File: config.mk
export PLATFORM = sky130hd
export DESIGN_NAME = button8_in
export DESIGN_NICKNAME = d
export VERILOG_FILES = /design/src/rtl/button8_in_pkg.sv /design/src/rtl/button8_in_debounce_bit.sv /design/src/rtl/button8_in.sv
export SDC_FILE = /design/constraint.sdc
export NUM_CORES = 1
export LEC_CHECK = 0
export ABC_CLOCK_PERIOD_IN_PS = 1900
export BUFFER_PORTS_ARGS = -buffer_cell sky130_fd_sc_hd__buf_2
export CORE_MARGIN = 2
export CORE_UTILIZATION = 35
export DETAILED_ROUTE_END_ITERATION = 7
export SLEW_MARGIN = 20
export SYNTH_ARGS = -nofsm -noshare
export SYNTH_HDL_FRONTEND = slang
export SYNTH_HIERARCHICAL = 1
export SYNTH_SLANG_ARGS = --single-unit
File: constraint.sdc
create_clock -name clock -period 1.9 [get_ports clock]
set_clock_uncertainty 0.1 [all_clocks]
set_input_delay 0.095 -clock clock [delete_from_list [all_inputs] [get_ports clock]]
set_output_delay 0.095 -clock clock [all_outputs]
set_load 0.05 [all_outputs]
File: src/rtl/button8_in_pkg.sv
// Shared address map for the memory-mapped I/O peripherals on the CPU data bus,
// and the constants used by the button8_in reader.
package button8_in_pkg;

  localparam logic [31:0] LED8_DATA_ADDR = 32'h0000_03fc;
  localparam logic [31:0] LED8_STAT_ADDR = 32'h0000_03f8;
  localparam logic [31:0] BTN8_DATA_ADDR = 32'h0000_03f4;
  localparam logic [31:0] BTN8_STAT_ADDR = 32'h0000_03f0;

  // Position of the any-pending summary bit in the status word.
  localparam int unsigned STAT_ANY_BIT = 8;

  typedef enum logic [1:0] {
    SEL_NONE,
    SEL_DATA,
    SEL_STAT
  } rd_sel_e;

endpackage

File: src/rtl/button8_in_debounce_bit.sv
// One input pin: two-flop synchronizer, stability counter and debounced level.
// rise is high during the cycle whose closing edge takes stable from 0 to 1.
module debounce_bit #(
  parameter int unsigned DEBOUNCE_CYCLES = 50000,
  parameter int unsigned CNT_W           = 16
) (
  input  logic clock,
  input  logic reset,
  input  logic pin,
  output logic stable,
  output logic rise
);

  localparam logic [CNT_W-1:0] LAST = CNT_W'(DEBOUNCE_CYCLES - 1);

  logic             sync1;
  logic             sync2;
  logic [CNT_W-1:0] cnt;

  always_ff @(posedge clock) begin
    if (reset) begin
      sync1  <= 1'b0;
      sync2  <= 1'b0;
      stable <= 1'b0;
      cnt    <= '0;
    end else begin
      sync1 <= pin;
      sync2 <= sync1;
      if (sync2 == stable) begin
        cnt <= '0;
      end else if (cnt == LAST) begin
        stable <= sync2;
        cnt    <= '0;
      end else begin
        cnt <= cnt + CNT_W'(1);
      end
    end
  end

  assign rise = sync2 & ~stable & (cnt == LAST);

endmodule

File: src/rtl/button8_in.sv
// Eight debounced button/switch inputs with sticky rising-edge flags,
// readable combinationally at two data-bus addresses.
module button8_in
  import button8_in_pkg::*;
#(
  parameter int unsigned DEBOUNCE_CYCLES = 50000,
  parameter int unsigned CNT_W           = 16,
  parameter logic [31:0] DATA_ADDR       = BTN8_DATA_ADDR,
  parameter logic [31:0] STAT_ADDR       = BTN8_STAT_ADDR
) (
  input  logic        clock,
  input  logic        reset,
  input  logic [7:0]  pin_in,
  input  logic [31:0] rw_addr,
  input  logic [31:0] w_data,
  input  logic        w_en,
  output logic [31:0] r_data,
  output logic        r_hit
);

  logic [7:0] stable;
  logic [7:0] rise;
  logic [7:0] pending;
  logic [7:0] clr_mask;
  rd_sel_e    sel;
  logic       unused_wdata;

  for (genvar i = 0; i < 8; i++) begin : g_bit
    debounce_bit #(
      .DEBOUNCE_CYCLES(DEBOUNCE_CYCLES),
      .CNT_W          (CNT_W)
    ) u_db (
      .clock (clock),
      .reset (reset),
      .pin   (pin_in[i]),
      .stable(stable[i]),
      .rise  (rise[i])
    );
  end

  assign clr_mask     = (w_en && rw_addr == STAT_ADDR) ? w_data[7:0] : '0;
  assign unused_wdata = ^w_data[31:8];

  // Set is applied after the clear so a same-edge rise keeps its flag.
  always_ff @(posedge clock) begin
    if (reset) begin
      pending <= '0;
    end else begin
      pending <= (pending & ~clr_mask) | rise;
    end
  end

  always_comb begin
    sel = SEL_NONE;
    if (rw_addr == DATA_ADDR) begin
      sel = SEL_DATA;
    end else if (rw_addr == STAT_ADDR) begin
      sel = SEL_STAT;
    end
  end

  assign r_hit = (sel != SEL_NONE);

  always_comb begin
    r_data = '0;
    case (sel)
      SEL_DATA: r_data[7:0] = stable;
      SEL_STAT: begin
        r_data[7:0]          = pending;
        r_data[STAT_ANY_BIT] = |pending;
      end
      default: r_data = '0;
    endcase
  end

endmodule

==> key figures <==
Timing
  – Hold Fails Final Rpt: 0
  – Post-route setup slack: -0.0878 ns
  – RSZ-0062 raised after global routing: true
  – Fmax achieved: 0.503 GHz
  – Period minus WS final: 1.99 ns
  – Max-Slew Margin vs Limit: 0.582
  – TNS Setup: -0.0878 ns
  – Post-route clock period utilization: 1.05
  – Pins Over Slew Limit: 0
  – Endpoints failing setup: 1
  – Hold Slack: 0.0598 ns
  – Actual slew at the worst max-slew pin: 0.626 ns

CTS
  – CTS tree: built
  – CTS buffer count: 17
  – Clk root buf: clkbuf_16
  – CTS HTree Levels: 4
  – Clk buf depth: 2
  – Clock sink count: 160
  – Clock latency on the worst-skew pair: 0.43 ns
  – Clock slew seen by the registers of the worst setup and hold paths: 0.06 ns

Synth
  – Post-synthesis sequential area ratio: 0.419
  – Netlist cell types: 31
  – Synth Flop Type: dfxtp_1
  – Post-synth EDFFs: 0
  – Register bit total from synthesis: 160
  – Mean Syn Cell Area: 9.24 um2
  – Synth cell count leaders: dfxtp_1, nor2_1, xnor2_1, inv_1, nand3_1
  – Mapped Cells: 828
  – Most common cell in the netlist: dfxtp_1
  – Synth top area share: 0.419
  – Yosys top cell by area: dfxtp_1
  – Post-Syn Area: 0.00765 mm2
  – YS warnings: 6
  – Area contributors post-synth: dfxtp_1, xnor2_1, nor2_1
  – Asr flop ratio synth: 0

Run status
  – Failing checks: negative setup slack
  – Status: complete, but fails checks

Final layout
  – # diodes: 0
  – Sequential Area: 0.00320 mm2
  – Multi-input gate area: 0.00399 mm2
  – Fill cells: 2097
  – Layout cell share with drive strength beyond 1: 0.208
  – Nets@finish: 1039
  – Post-layout util: 0.433
  – Syn-to-layout area delta: 22.3%

Floorplanning
  – Die area: 0.0231 mm2
  – Initial core utilization: 0.354
  – FP Rows: 54
  – Die Y: 152 um
  – IO Pins: 108
  – Total core area: 0.0216 mm2
  – Die Wd: 152 um

Power
  – Max rail drop VDD: 0.000560 V
  – Clock power frac: 0.460
  – P_int: 5.35 mW
  – Pwr dens: 735 mW/mm2
  – Logic pwr share: 0.047
  – Overall power: 6.87 mW
  – Sw frac: 0.222
  – Leak Pwr: 3.12 nW
  – P_sw: 1.52 mW
  – Reg power frac: 0.493

GRT
  – Gr usage total: 0.132
  – Global route overflow: 0
  – First-pass GRT wire length: 25.1 mm
  – Pin count of the biggest net entering global routing: 34
  – Initial antenna violation count: 0
  – Vias in the first global route: 5271

Critical path
  – Crit path largest cell delay: 0.56 ns
  – CP top delay family: simple AND/OR/NAND/NOR gates
  – Most frequent CP cell: buf_6
  – R2R Path End: pending[6]$_SDFF_PP0_
  – RR Startpoint: g_bit[6].u_db/cnt[7]$_SDFF_PP0_
  – Reg2Reg Depth: 5
  – Crit path capture type: output pin
  – Critical path depth: 7
  – Critical Path Fanout Max: 7
  – Critical Path AT: 1.79 ns
  – Reg-to-reg slack, setup: 0.11 ns
  – Bufs and invs on worst path: 3
  – CP required: 1.70 ns
  – Critical path class: in -> out
  – Slowest cell on crit path: or4_4
  – Startpoint Class: input pin
  – CP Cell Sequence: buf_6 > nor4_4 > nand2_2 > or4_4 > buf_12 > a211oi_4 > buf_6
  – Worst setup path start: rw_addr[16]

Run
  – Max_cap viols: 0

Hold path
  – Hold Path Depth: 2
  – Hold Crit Class: in -> reg
  – Hold path startpoint: reset
  – WHS Endpoint: g_bit[5].u_db/sync1$_SDFF_PP0_

Routing
  – ANT nets after route: 0
  – DRC: 0
  – Routed wire length: 14.7 mm
  – Initial DRC Count: 253
  – Routed wire per std cell: 11.8 um
  – 1st-pass router iterations: 4
  – Via density: 4.58
  – DR vias: 5681

Placement
  – Gpl congestion: 0.800
  – Dpl hpwl: 10.3 mm
  – PortBufs: 60
  – Placement Setup Slack: -0.203 ns
## worst max-delay path by stage
stage | slack (ns) | endpoint
after floorplan | -0.06 | r_data[0]
after global placement | -0.22 | r_data[6]
after detailed placement | -0.20 | r_data[6]
after CTS | -0.04 | r_data[3]
after global routing | -0.14 | r_data[8]
final | -0.09 | r_data[8]
## routing by layer
metal,routed length [um],global-route usage,vias up
met5,0,0,-
met4,352,0.0570,0
met3,617,0.0342,23
met2,6440,0.201,85
met1,7250,0.177,2558
li1,-,-,3015
## power by group through the flow
| stage | clock network, mW | registers (mW) | logic (mW) |
|---|---|---|---|
| detailed placement | 0 | 3.46 | 0.275 |
| floorplan | 0 | 3.46 | 0.228 |
| CTS | 3.28 | 3.38 | 0.315 |
| global placement | 0 | 3.46 | 0.273 |
| finish | 3.16 | 3.39 | 0.322 |
| global route | 3.42 | 3.39 | 0.346 |
## cell families after synthesis
group,share of synthesized area
DFF,0.419
xor gates and xnor gates,0.128
other,0.000490
and+or+nand+nor,0.295
adders and majority gates,0.0262
AOI/OAI and AO/OA,0.0330
buffers and inverters,0.0874
muxes,0.0105
## metrics by stage
step	instance area (um2)	std cells
finish	9350	1241
CTS	9290	1240
detailed placement	8390	1192
global placement	8390	1192
floorplan	7740	850
global route	9350	1241
## timing repair
| action | CTS | global route |
|---|---|---|
| setup buffers | 0 | 1 |
| setup endpoints to repair | 10 | 24 |
| resized for setup | 45 | 10 |
| pin swaps | 10 | 7 |
| hold endpoints to repair | 16 | 0 |
| hold buffers | 16 | 0 |
## state kept, by name, indices dropped and copies added, names as in the netlist
name,count
g_bit.u_db/cnt,128
g_bit.u_db/sync2,8
g_bit.u_db/sync1,8
pending,8
g_bit.u_db/stable,8
## area by class of cell
type,count,share of cell area
Timing Repair Buffer,121,0.111
Multi-Input combinational cell,591,0.426
Inverter,57,0.0242
Clock inverter,11,0.00963
Sequential cell,160,0.342
Tap cell,280,0.0375
Clock buffer,21,0.0492
## cells in the final DEF (no fill, tap or decap), types with 10 or more instances in the layout
cell,n
dfxtp_1,160
nor2_1,129
xnor2_1,104
inv_1,56
nand3_1,49
buf_2,43
nor4_1,42
buf_4,34
nor3_1,33
nand4_1,26
nand2_1,24
conb_1,23
nor2_2,19
nor2b_1,17
clkbuf_16,17
buf_6,17
nand4bb_1,16
ha_1,16
dlygate4sd3_1,16
nor4_4,12
buf_12,10
No activity file was read; power rests on OpenSTA's default activity.
